<file path="src/rtl/dmem_arbiter_pkg.sv">
// Shared widths, owner encoding and small helpers for the data-memory arbiter.
package dmem_arbiter_pkg;

  localparam int WORD_LEN = 32;

  typedef enum logic [1:0] {
    OWN_IDLE = 2'd0,
    OWN_CORE = 2'd1,
    OWN_UART = 2'd2
  } owner_e;

  function automatic logic [WORD_LEN-1:0] sel_word(input logic en, input logic [WORD_LEN-1:0] w);
    return en ? w : {WORD_LEN{1'b0}};
  endfunction

endpackage

</file>
<file path="src/rtl/dmem_rd_tracker.sv">
// Per-port read-pending flags: a granted read returns data on the following cycle,
// steered to the port that issued it; the other port sees zero.
module dmem_rd_tracker
  import dmem_arbiter_pkg::*;
(
  input  logic                clk,
  input  logic                rst_n,
  input  logic                core_rd_start,
  input  logic                uart_rd_start,
  input  logic [WORD_LEN-1:0] mem_rdata,
  output logic                core_rvalid,
  output logic                uart_rvalid,
  output logic [WORD_LEN-1:0] core_rdata,
  output logic [WORD_LEN-1:0] uart_rdata
);

  logic core_pend_q, core_pend_d;
  logic uart_pend_q, uart_pend_d;

  // A read granted this cycle is pending for exactly the next cycle.
  always_comb begin
    core_pend_d = core_rd_start;
    uart_pend_d = uart_rd_start;
  end

  // Pending flags; reset discards any in-flight read.
  always_ff @(posedge clk or negedge rst_n) begin
    if (!rst_n) begin
      core_pend_q <= 1'b0;
      uart_pend_q <= 1'b0;
    end else begin
      core_pend_q <= core_pend_d;
      uart_pend_q <= uart_pend_d;
    end
  end

  // Memory data is presented only to the port whose read is completing.
  always_comb begin
    core_rdata = sel_word(core_pend_q, mem_rdata);
    uart_rdata = sel_word(uart_pend_q, mem_rdata);
  end

  assign core_rvalid = core_pend_q;
  assign uart_rvalid = uart_pend_q;

endmodule

</file>
<file path="src/rtl/dmem_arbiter.sv">
// Two-port (core/UART) arbiter onto a single data-memory port. The UART wins
// contention until it has taken BURST_MAX grants while the core waited.
module dmem_arbiter
  import dmem_arbiter_pkg::*;
#(
  parameter int BURST_MAX = 4
) (
  input  logic                clk,
  input  logic                rst_n,
  input  logic                core_req,
  input  logic                core_wen,
  input  logic [WORD_LEN-1:0] core_addr,
  input  logic [WORD_LEN-1:0] core_wdata,
  output logic                core_gnt,
  output logic                core_rvalid,
  output logic [WORD_LEN-1:0] core_rdata,
  input  logic                uart_req,
  input  logic                uart_wen,
  input  logic [WORD_LEN-1:0] uart_addr,
  input  logic [WORD_LEN-1:0] uart_wdata,
  output logic                uart_gnt,
  output logic                uart_rvalid,
  output logic [WORD_LEN-1:0] uart_rdata,
  output logic                mem_wen,
  output logic [WORD_LEN-1:0] mem_addr,
  output logic [WORD_LEN-1:0] mem_wdata,
  input  logic [WORD_LEN-1:0] mem_rdata,
  output logic [1:0]          owner
);

  localparam int CNT_W = (BURST_MAX < 8) ? 3 : $clog2(BURST_MAX + 1);
  localparam logic [CNT_W-1:0] BURST_LIM = CNT_W'(BURST_MAX);
  localparam logic [CNT_W-1:0] CNT_ZERO  = {CNT_W{1'b0}};
  localparam logic [CNT_W-1:0] CNT_ONE   = {{(CNT_W-1){1'b0}}, 1'b1};

  owner_e           state_q, state_d;
  logic [CNT_W-1:0] burst_q, burst_d;
  logic             run_q, run_d;
  logic             core_gnt_s, uart_gnt_s;

  // Grant decision; run_q holds grants off until the first edge after reset release.
  always_comb begin
    core_gnt_s = 1'b0;
    uart_gnt_s = 1'b0;
    if (run_q) begin
      uart_gnt_s = uart_req && !(core_req && (burst_q == BURST_LIM));
      core_gnt_s = core_req && !uart_gnt_s;
    end else begin
      core_gnt_s = 1'b0;
      uart_gnt_s = 1'b0;
    end
  end

  // Next owner and starvation counter (counts UART wins only while the core waits).
  always_comb begin
    run_d   = 1'b1;
    burst_d = burst_q;
    if (core_gnt_s) begin
      state_d = OWN_CORE;
    end else if (uart_gnt_s) begin
      state_d = OWN_UART;
    end else begin
      state_d = OWN_IDLE;
    end
    if (core_gnt_s || !core_req) begin
      burst_d = CNT_ZERO;
    end else if (uart_gnt_s && (burst_q != BURST_LIM)) begin
      burst_d = burst_q + CNT_ONE;
    end else begin
      burst_d = burst_q;
    end
  end

  // Owner FSM, counter and run flag.
  always_ff @(posedge clk or negedge rst_n) begin
    if (!rst_n) begin
      state_q <= OWN_IDLE;
      burst_q <= CNT_ZERO;
      run_q   <= 1'b0;
    end else begin
      state_q <= state_d;
      burst_q <= burst_d;
      run_q   <= run_d;
    end
  end

  // Memory port follows the granted requester; idle port is driven to zero.
  always_comb begin
    case ({core_gnt_s, uart_gnt_s})
      2'b10: begin
        mem_wen   = core_wen;
        mem_addr  = core_addr;
        mem_wdata = core_wdata;
      end
      2'b01: begin
        mem_wen   = uart_wen;
        mem_addr  = uart_addr;
        mem_wdata = uart_wdata;
      end
      default: begin
        mem_wen   = 1'b0;
        mem_addr  = {WORD_LEN{1'b0}};
        mem_wdata = {WORD_LEN{1'b0}};
      end
    endcase
  end

  assign core_gnt = core_gnt_s;
  assign uart_gnt = uart_gnt_s;
  assign owner    = state_q;

  dmem_rd_tracker u_rd_tracker (
    .clk           (clk),
    .rst_n         (rst_n),
    .core_rd_start (core_gnt_s && !core_wen),
    .uart_rd_start (uart_gnt_s && !uart_wen),
    .mem_rdata     (mem_rdata),
    .core_rvalid   (core_rvalid),
    .uart_rvalid   (uart_rvalid),
    .core_rdata    (core_rdata),
    .uart_rdata    (uart_rdata)
  );

endmodule
</file>
<file path="config.mk">
export PLATFORM = sky130hd
export DESIGN_NAME = dmem_arbiter
export DESIGN_NICKNAME = d
export VERILOG_FILES = /design/src/rtl/dmem_arbiter_pkg.sv /design/src/rtl/dmem_rd_tracker.sv /design/src/rtl/dmem_arbiter.sv
export SDC_FILE = /design/constraint.sdc
export NUM_CORES = 1
export LEC_CHECK = 0
export BUFFER_PORTS_ARGS = -buffer_cell sky130_fd_sc_hd__buf_4
export CAP_MARGIN = 25
export CORE_AREA = 2 2 117 119
export CTS_CLUSTER_DIAMETER = 200
export CTS_CLUSTER_SIZE = 12
export DETAILED_ROUTE_END_ITERATION = 12
export DIE_AREA = 0 0 119 121
export GPL_TIMING_DRIVEN = 0
export HOLD_SLACK_MARGIN = 0.08
export PLACE_DENSITY = 0.48
export SLEW_MARGIN = 5
export SYNTH_ARGS = -nofsm -noshare
export SYNTH_HDL_FRONTEND = slang
export SYNTH_SLANG_ARGS = --single-unit
export TNS_END_PERCENT = 50
</file>
<file path="constraint.sdc">
create_clock -name clk -period 2.65 [get_ports clk]
set_input_delay 0.3975 -clock clk [delete_from_list [all_inputs] [get_ports clk]]
set_output_delay 0.3975 -clock clk [all_outputs]
set_load 0.02 [all_outputs]
</file>
==> results of run 1 <==
routing by layer:
layer	up-vias	share of wire	GRT usage
met5	-	0	0
met4	0	0.0077	0.02083
li1	1358	-	-
met1	1267	0.38	0.1451
met2	145	0.55	0.2565
met3	6	0.066	0.02491
power by group through the flow:
stage | sequential (W) | combinational (W) | clock [W]
4_1_cts | 0.000132 | 0.000552 | 0.000259
5_1_grt | 0.000133 | 0.000614 | 0.000267
3_3_place_gp | 0.000133 | 0.000483 | 0
6_report | 0.000132 | 0.000580 | 0.000253
3_5_place_dp | 0.000133 | 0.000487 | 0
2_1_floorplan | 0.000135 | 0.000179 | 0
state kept, by name (all words and copies together), names as in the netlist:
register / cells
burst_q: 3
owner: 2
run_q: 1
u_rd_tracker.core_rvalid: 1
u_rd_tracker.uart_rvalid: 1
area by class of cell:
class | instances | area share
repair buffers | 323 | 0.5527
multi-input cells | 157 | 0.2937
inverters | 4 | 0.003497
flip-flops and latches | 8 | 0.04021
well taps | 176 | 0.04396
clock buffers | 3 | 0.01499
plain buffers | 20 | 0.05095
cells in the mapped netlist (all sizes together):
cell,n
and2,65
a22o,63
buf,11
clkbuf,11
dfrtp,8
nor2,5
ha,4
inv,4
a31oi,3
nand2,3
a22oi,2
a211oi,1
a21bo,1
a311oi,1
and2b,1
conb,1
nand3,1
nor2b,1
nor3,1
nor3b,1
o21a,1
o22ai,1
o31a,1
how the worst max path moves through the flow:
stage	startpoint	end	slack, ns	depth (start not counted)
global placement	burst_q[0]	mem_addr[26]	-0.42	10
floorplan	burst_q[0]	mem_addr[13]	0.02	9
finish	burst_q[1]	mem_wdata[19]	-0.03	11
detailed placement	burst_q[0]	mem_addr[20]	-0.46	10
global route	burst_q[1]	mem_wdata[11]	-0.11	11
CTS	burst_q[1]	mem_addr[17]	-0.13	10
cell usage in the layout, fill, tap and decap left out, drive strengths merged:
master	synthesis	final
nor3b	1	1
inv	4	4
and2	65	65
buf	11	328
nand3	1	1
clkbuf	11	17
dlygate4sd3	0	1
nor2	5	5
a22oi	2	2
o22ai	1	1
o21a	1	1
ha	4	4
nor2b	1	1
o31a	1	1
a31oi	3	3
a21bo	1	1
nand2	3	3
a22o	63	63
conb	1	1
a211oi	1	1
nor3	1	1
dfrtp	8	8
a311oi	1	1
and2b	1	1
metrics by stage:
step | cell area, sq um | hold slack (ns) | TNS, ns | power [W]
2_1_floorplan | 1622 | 0.1019 | 0 | 0.0003140
3_3_place_gp | 4086 | 0.2238 | -24.44 | 0.0006155
3_5_place_dp | 4086 | 0.2290 | -26.50 | 0.0006200
4_1_cts | 4716 | 0.3171 | -4.590 | 0.0009424
5_1_grt | 5010 | 0.3286 | -5.041 | 0.001013
6_report | 5010 | 0.3219 | -0.2948 | 0.0009655
cells by family (layout without fill, tap and decap cells):
group | count (synthesis) | after routing | synth area share
and+or+nand+nor | 78 | 78 | 0.2909
AOI/OAI and AO/OA | 74 | 74 | 0.4429
buffers and inverters | 26 | 350 | 0.1096
DFF | 8 | 8 | 0.1235
adders and majority gates | 4 | 4 | 0.03087
other | 1 | 1 | 0.002313
worst max-delay path, delay by kind of cell, from the launching register on:
kind	cells	cell delay (ns)
AO/OA/AOI/OAI	3	0.62
flip-flops	1	0.36
AND/OR/NAND/NOR	1	0.10
buffers and inverters	5	0.57
adder cells (fa/ha/maj)	2	0.39
repair_timing:
item	4_1_cts	5_1_grt
resized for setup	78	52
hold buffers	1	0
cloned	6	2
setup buffers	13	3
pin swaps	12	20
setup endpoints to repair	63	63
endpoints found under the hold margin	8	0
==> impl_metrics.ini, run 1 <==
[status]
status = complete, but fails checks
failed_checks = setup timing

[power_and_ir_drop]
power.share.clock = 0.262
combPwrFrac = 0.601
power_frac_seq = 0.137
cellLeakagePower_nw = 2.620
p_int_w = 0.0006713
power-per-cell-area_nw_per_um2 = 192.7
p_switching_w = 0.0002941
swShare = 0.3047
vdd_drop_max_mv = 0.1739

[sta]
setup_violations = 23
clock_skew_ns = 0.002550
finalHoldViolCount = 0
fin_crit_ns = 2.684
fin_crit_sh = 1.013
rsz0062_at_grt = true
finalMaxSlewViolations = 0
max_freq_ghz = 0.3725
setup_ws_ns = -0.03447

[logic_synthesis]
ys_ff_latch = 8
ys_types = 27
synth_top_area_frac = 0.3272
yosysSeqAreaShare = 0.1235
syn-num-nets = 361
postSynthCellCount = 191
synthTopCellsByArea = a22o_2, and2_1, dfrtp_1, buf_6, a22o_1
synth.yosys.warnings = 0
syn_area_sq_um = 1622
syn_area_per_cell_sq_um = 8.490
yosysTopAreaCell = a22o_2

[worst_setup_path]
slowest_stage = dfrtp_1
arrival_ns = 2.29
rr_endpoint = burst_q[2]
critical_path_class = reg2out
cp.required_ns = 2.25
critPathCaptureType = output pin
r2r_slack_ns = 1.33
r2r_cells = 5
max_stage_delay_ns = 0.36
crit_path_start_kind = register
crit_chain = inv_2 -> ha_4 -> a21bo_4 -> nand3_4 -> ha_4 -> a311oi_4 -> buf_12 -> buf_12 -> buf_16 -> a22o_4 -> buf_6
rr_startpoint = burst_q[1]
path_max_fanout = 6

[cts]
cts-root-buf = clkbuf_16
clock_sinks = 8
path_clk_slew_ns = 0.04
tritoncts = built
numCtsBuffers = 3
cts_htree_levels = 1
clk-insertion-delay-late_ns = 0.23
clockBufferDepth = 2

[final_layout]
nNetsFinal = 687
antenna_cells = 0
syn_to_final_growth_pct = 209.0
nFillCells = 1349
seq_area_sq_um = 201.4
drive_above_1_share = 0.7883
fin_cells = 691
multi_input_area_sq_um = 1471
final_util = 0.3829

[placement]
port_buffers = 299
pre_cts_ws_ns = -0.4625
hpwl_um = 8656
routabilityCongestion = 0.8391
placed_cells = 666

[global_route]
overflow = 0
grt_max_degree = 11
grt_pass1_vias = 2689
antenna_found_initial = 0
grt_util_all_layers = 0.1299
grt_pass1_wl_um = 14970

[floorplanning]
die_w_um = 119
ioPinCount = 301
die_h_um = 121
core.rowCount = 42
dieArea_sq_um = 14400
core_region_area_sq_um = 13090
initial_core_util = 0.1239

[routing]
avgRoutedWirePerCell_um = 15.64
vias = 2776
drtIter0Drc = 35
antenna_left = 0
via_per_inst = 4.017
wl_um = 10810
drc = 0
first_pass_iters = 4

[hold_path]
whs_endpoint = u_rd_tracker.core_rvalid
worstHoldPathType = in2reg
min_from = core_wen
hold_depth = 2

[job]
cap_violations = 0
No activity file was read; power rests on OpenSTA's default activity.
==> inputs of run 2 (changes only) <==
--- a/config.mk
+++ b/config.mk
@@ -8,6 +8,6 @@
 export BUFFER_PORTS_ARGS = -buffer_cell sky130_fd_sc_hd__buf_4
-export CAP_MARGIN = 25
+export CAP_MARGIN = 10
 export CORE_AREA = 2 2 117 119
 export CTS_CLUSTER_DIAMETER = 200
-export CTS_CLUSTER_SIZE = 12
+export CTS_CLUSTER_SIZE = 10
 export DETAILED_ROUTE_END_ITERATION = 12
==> constraint.sdc (replaced) <==
create_clock -name clk -period 2.65 [get_ports clk]
set_input_delay 0.53 -clock clk [delete_from_list [all_inputs] [get_ports clk]]
set_output_delay 0.53 -clock clk [all_outputs]
set_load 0.02 [all_outputs]
==> run 2 against run 1 <==
Compared with the run above: the flow still finishes with violations (setup timing); combinational power increased by 7.4%; critical endpoint is now mem_wdata[22]; register-to-register slack improved by 0.09 ns; fmax decreased by 5.9%; via count increased by 0.86%; core utilization increased by 2.4 points; count of clock-buffer cells in the layout unchanged; worst setup slack got worse by 0.17 ns; die area unchanged; first-iteration DRC count increased to 2.6 times the previous value; clock power decreased by 2%; worst hold slack got worse by 0.21 ns.
==> impl_metrics.ini, run 2 (synthesized netlist as in run 1, its figures left out) <==
[status]
status = complete, but fails checks
failed_checks = setup timing

[global_route]
grt_util_all_layers = 0.1228
grt_pass1_vias = 2649
antenna_found_initial = 0
overflow = 0
grt_pass1_wl_um = 14300
grt_max_degree = 11

[final_layout]
layout_commonest_cell = buf_4
drive_above_1_share = 0.8078
syn_to_final_growth_pct = 228.1
nFillCells = 1269
antenna_cells = 0
nNetsFinal = 682
mostFrequentLayoutCells = buf_4, buf_6, and2_1
regMostFlops = burst_q
largest_reg_flops = 3

[sta]
rsz0062_at_grt = true
setup_violations = 63
max_freq_ghz = 0.3505
finalHoldViolCount = 0
finalSetupTns_ns = -11.49
fin_crit_ns = 2.853
setup_ws_ns = -0.2032
finalMaxSlewViolations = 0
fin_crit_sh = 1.077
clock_skew_ns = 0.002204

[placement]
hpwl_um = 8775
port_buffers = 299
pre_cts_ws_ns = -0.4111
routabilityCongestion = 0.7968

[power_and_ir_drop]
cellLeakagePower_nw = 2.827
vdd_drop_max_mv = 0.2089
power-per-cell-area_nw_per_um2 = 188.5

[worst_setup_path]
crit_path_start_kind = register
arrival_ns = 2.32
max_stage_delay_ns = 0.36
critical_path_class = reg2out
startpoint = burst_q[0]
path_max_fanout = 6
rr_startpoint = burst_q[0]
critPathCaptureType = output pin
slowest_stage = dfrtp_1
crit_chain = inv_2 -> ha_4 -> a21bo_4 -> nand3_4 -> ha_4 -> a311oi_4 -> buf_6 -> buf_12 -> clkbuf_16 -> a22o_4 -> buf_6
cp.required_ns = 2.12

[routing]
wl_um = 10820
via_per_inst = 4.082
vias = 2800
drc = 0
drtIter0Drc = 90
first_pass_iters = 4
antenna_left = 0
avgRoutedWirePerCell_um = 15.77

[floorplanning]
die_h_um = 121
core_region_area_sq_um = 13090
dieArea_sq_um = 14400
ioPinCount = 301
die_w_um = 119
core.rowCount = 42
initial_core_util = 0.1239

[cts]
cts-root-buf = clkbuf_16
clock_sinks = 8
cts_htree_levels = 1
clockBufferDepth = 2
clk-insertion-delay-late_ns = 0.23
path_clk_slew_ns = 0.04
tritoncts = built
numCtsBuffers = 3

[job]
cap_violations = 0

[hold_path]
worstHoldPathType = in2async
## run 2: changes by cell type in the layout (fill, tap and decap cells not counted)
cell | before | now
clkbuf_8 | 2 | 1
inv_4 | 1 | 0
buf_12 | 2 | 6
buf_6 | 61 | 66
buf_4 | 254 | 244
a22o_2 | 32 | 5
clkbuf_16 | 9 | 13
buf_16 | 2 | 0
buf_8 | 8 | 4
dlygate4sd3_1 | 1 | 0
inv_2 | 2 | 3
a22o_1 | 10 | 0
a22o_4 | 21 | 58
## run 2: cell type report
class	count	area [sq um]	share of cell area
inverter	4	15.01	0.002822
timing repair buffer	318	2793	0.5249
multi-input combinational	157	1762	0.3311
sequential	8	201.4	0.03786
tap	176	220.2	0.04139
buffer	20	254.0	0.04774
clock buffer	3	75.07	0.01411
## run 2: final timing paths
check / to / slack (ns) / depth (start not counted)
worst min-delay path: burst_q[2] / 0.11 / 1
min in group clk: u_rd_tracker.core_rvalid / 0.46 / 2
worst min register to register: owner[1] / 0.62 / 2
worst max-delay path: mem_wdata[22] / -0.20 / 11
worst max register to register: burst_q[2] / 1.42 / 4
max in group asynchronous: run_q / 2.40 / 1
## run 2: report_power, final
group	leakage [nW]	internal, W	switching (W)	total [W]
registers	0.105	0.000127	0.00000450	0.000132
clock network	0.0370	0.000194	0.0000534	0.000247
logic	2.68	0.000373	0.000250	0.000623
## run 2: metal layers
layer	GRT usage	share of wire	vias to the layer above
met1	0.1371	0.36	1294
met3	0.02914	0.074	8
met2	0.2360	0.55	148
met4	0.02381	0.0089	0
li1	-	-	1350
met5	0	0	-
## run 2: worst max-delay path: cells and delay by family, from the launching register on
| family | cells | cell delay [ns] |
|---|---|---|
| adders and majority gates | 2 | 0.39 |
| and+or+nand+nor | 1 | 0.09 |
| DFF | 1 | 0.36 |
| buffers and inverters | 5 | 0.63 |
| AOI/OAI and AO/OA | 3 | 0.62 |
## run 2: timing repair
action,CTS,global route
pin swaps,2,38
hold buffers,0,0
cloned,0,8
setup buffers,5,6
setup endpoints to repair,63,63
gates resized for setup,39,88
hold endpoints to repair,0,0
## run 2: per-stage QoR
stage                     total power [W]  hold WS (ns)  cell area (sq um)  utilization  cells
final                            0.001003        0.1106               5320       0.4066    686
after floorplan                 0.0003366        0.2344               1892            -    191
after global placement          0.0006484        0.3530               4357       0.3330    666
after CTS                       0.0009347        0.1095               4659       0.3561    674
after global routing             0.001057        0.1140               5320       0.4066    686
after detailed placement        0.0006539        0.3546               4357       0.3330    666
==> inputs of run 3 (changes only) <==
Settings changed: RECOVER_POWER set to 50.
==> run 3 against run 2 <==
Compared with the run above: the flow still finishes with violations (setup timing); wire length hardly changed; worst setup slack got worse by 0.0014 ns; combinational power barely moved; cell count is the same; worst hold slack gained 0.10 ns; die area unchanged; first-iteration DRC count down 4.4%; global-route usage unchanged; clock power is essentially flat; core utilization is essentially flat; non-clock buffer count unchanged; flip-flop and latch count is the same; critical path type unchanged; largest power group unchanged.
==> impl_metrics.ini, run 3 (synthesized netlist as in run 1, its figures left out) <==
[power_and_ir_drop]
cellLeakagePower_nw = 2.824
power-per-cell-area_nw_per_um2 = 188.5
vdd_drop_max_mv = 0.2088

[final_layout]
mostFrequentLayoutCells = buf_4, buf_6, and2_1
nNetsFinal = 682
drive_above_1_share = 0.8059
layout.cell_area.non_filler_sq_um = 5316
layout_commonest_cell = buf_4
antenna_cells = 0
syn_to_final_growth_pct = 227.9
largest_reg_flops = 3
nFillCells = 1271
regMostFlops = burst_q

[status]
status = complete, but fails checks
failed_checks = setup timing

[sta]
clock_skew_ns = 0.002182
setup_violations = 63
fin_crit_sh = 1.077
fin_crit_ns = 2.855
finalMaxSlewViolations = 0
fin_hold_ws_ns = 0.2113
rsz0062_at_grt = true
setup_ws_ns = -0.2046
max_freq_ghz = 0.3503
finalHoldViolCount = 0

[worst_setup_path]
rr_startpoint = burst_q[0]
critical_path_class = reg2out
crit_path_start_kind = register
arrival_ns = 2.32
max_stage_delay_ns = 0.35
critPathCaptureType = output pin
slowest_stage = dfrtp_1
cp.required_ns = 2.12
r2r_cells = 4
rr_endpoint = burst_q[2]
crit_buf_inv = 5
startpoint = burst_q[1]
setup.worst_path.end = mem_wdata[22]
r2r_slack_ns = 1.43
path_max_fanout = 6
cp_num_cells = 11
crit_chain = inv_2 -> ha_4 -> a21bo_4 -> nand3_4 -> ha_4 -> a311oi_4 -> buf_6 -> buf_12 -> clkbuf_16 -> a22o_4 -> buf_6
cp_top_family = buffers and inverters

[cts]
path_clk_slew_ns = 0.04
cts-root-buf = clkbuf_16
clk-insertion-delay-late_ns = 0.23
postCtsHoldBufs = 0
cts_htree_levels = 1
clock_sinks = 8
tritoncts = built
clockBufferDepth = 2
numCtsBuffers = 3

[floorplanning]
die_w_um = 119
die_h_um = 121
core_region_area_sq_um = 13090
ioPinCount = 301
dieArea_sq_um = 14400
core.rowCount = 42
initial_core_util = 0.1239

[routing]
vias = 2804
drtIter0Drc = 86
drc = 0
avgRoutedWirePerCell_um = 15.77
top_layer = met4
via_per_inst = 4.087
first_pass_iters = 4
wl_met2_um = 5983
wl_met1_um = 3924
antenna_left = 0
wl_met3_um = 811
wl_um = 10820

[placement]
hpwl_um = 8775
place_area_sq_um = 4357
pre_cts_ws_ns = -0.4111
routabilityCongestion = 0.7968
port_buffers = 299

[global_route]
overflow = 0
grt_util_all_layers = 0.1228
grt_pass1_wl_um = 14300
antenna_found_initial = 0
grt_max_degree = 11
grt_pass1_vias = 2649

[job]
cap_violations = 0

[hold_path]
worstHoldPathType = in2async
run 3: worst min-delay path by stage:
stage          startpoint    endpoint  slack, ns  depth (start not counted)
2_1_floorplan       rst_n  burst_q[0]       0.23                          0
4_1_cts             rst_n  burst_q[2]       0.11                          1
3_5_place_dp        rst_n  burst_q[2]       0.35                          1
3_3_place_gp        rst_n       run_q       0.35                          1
5_1_grt             rst_n    owner[0]       0.26                          1
6_report            rst_n  burst_q[2]       0.21                          1
run 3: per-layer routing:
layer,global-route usage,vias to the layer above
li1,-,1351
met1,0.1371,1295
met2,0.2360,150
met3,0.02914,8
met4,0.02381,0
met5,0,-
run 3: worst reg2reg max path, delay by kind of cell, from the launching register on:
kind,cells,cell delay (ns)
flip-flops,1,0.38
AO/OA/AOI/OAI,1,0.24
adder cells (fa/ha/maj),1,0.20
buffers and inverters,1,0.14
AND/OR/NAND/NOR,1,0.14
run 3: power breakdown:
part | switching, W | leakage, nW | internal, W | total (W)
clock network | 0.0000534 | 0.0370 | 0.000194 | 0.000247
registers | 0.00000455 | 0.105 | 0.000127 | 0.000132
logic | 0.000250 | 2.68 | 0.000373 | 0.000623
total | 0.000308 | 2.82 | 0.000694 | 0.00100
run 3: cell type report:
type / instances / area [sq um] / share of cell area
timing repair buffer: 318 / 2789 / 0.5246
multi-input combinational: 157 / 1762 / 0.3314
clock buffer: 3 / 75.07 / 0.01412
tap: 176 / 220.2 / 0.04142
inverter: 4 / 15.01 / 0.002824
sequential: 8 / 201.4 / 0.03789
buffer: 20 / 254.0 / 0.04778
run 3: metrics by stage:
step	setup TNS, ns	std cells	total power (W)	util
global placement	-23.65	666	0.0006484	0.3330
floorplan	0	191	0.0003366	-
global route	-17.74	686	0.001057	0.4063
detailed placement	-23.96	666	0.0006539	0.3330
finish	-11.58	686	0.001002	0.4063
CTS	-12.91	674	0.0009347	0.3561
run 3: timing repair:
item                                    4_1_cts  5_1_grt
pin swaps                                     2       38
gates resized for setup                      39       88
endpoints found under the setup margin       63       63
buffers inserted                              5        6
gates cloned                                  0        8
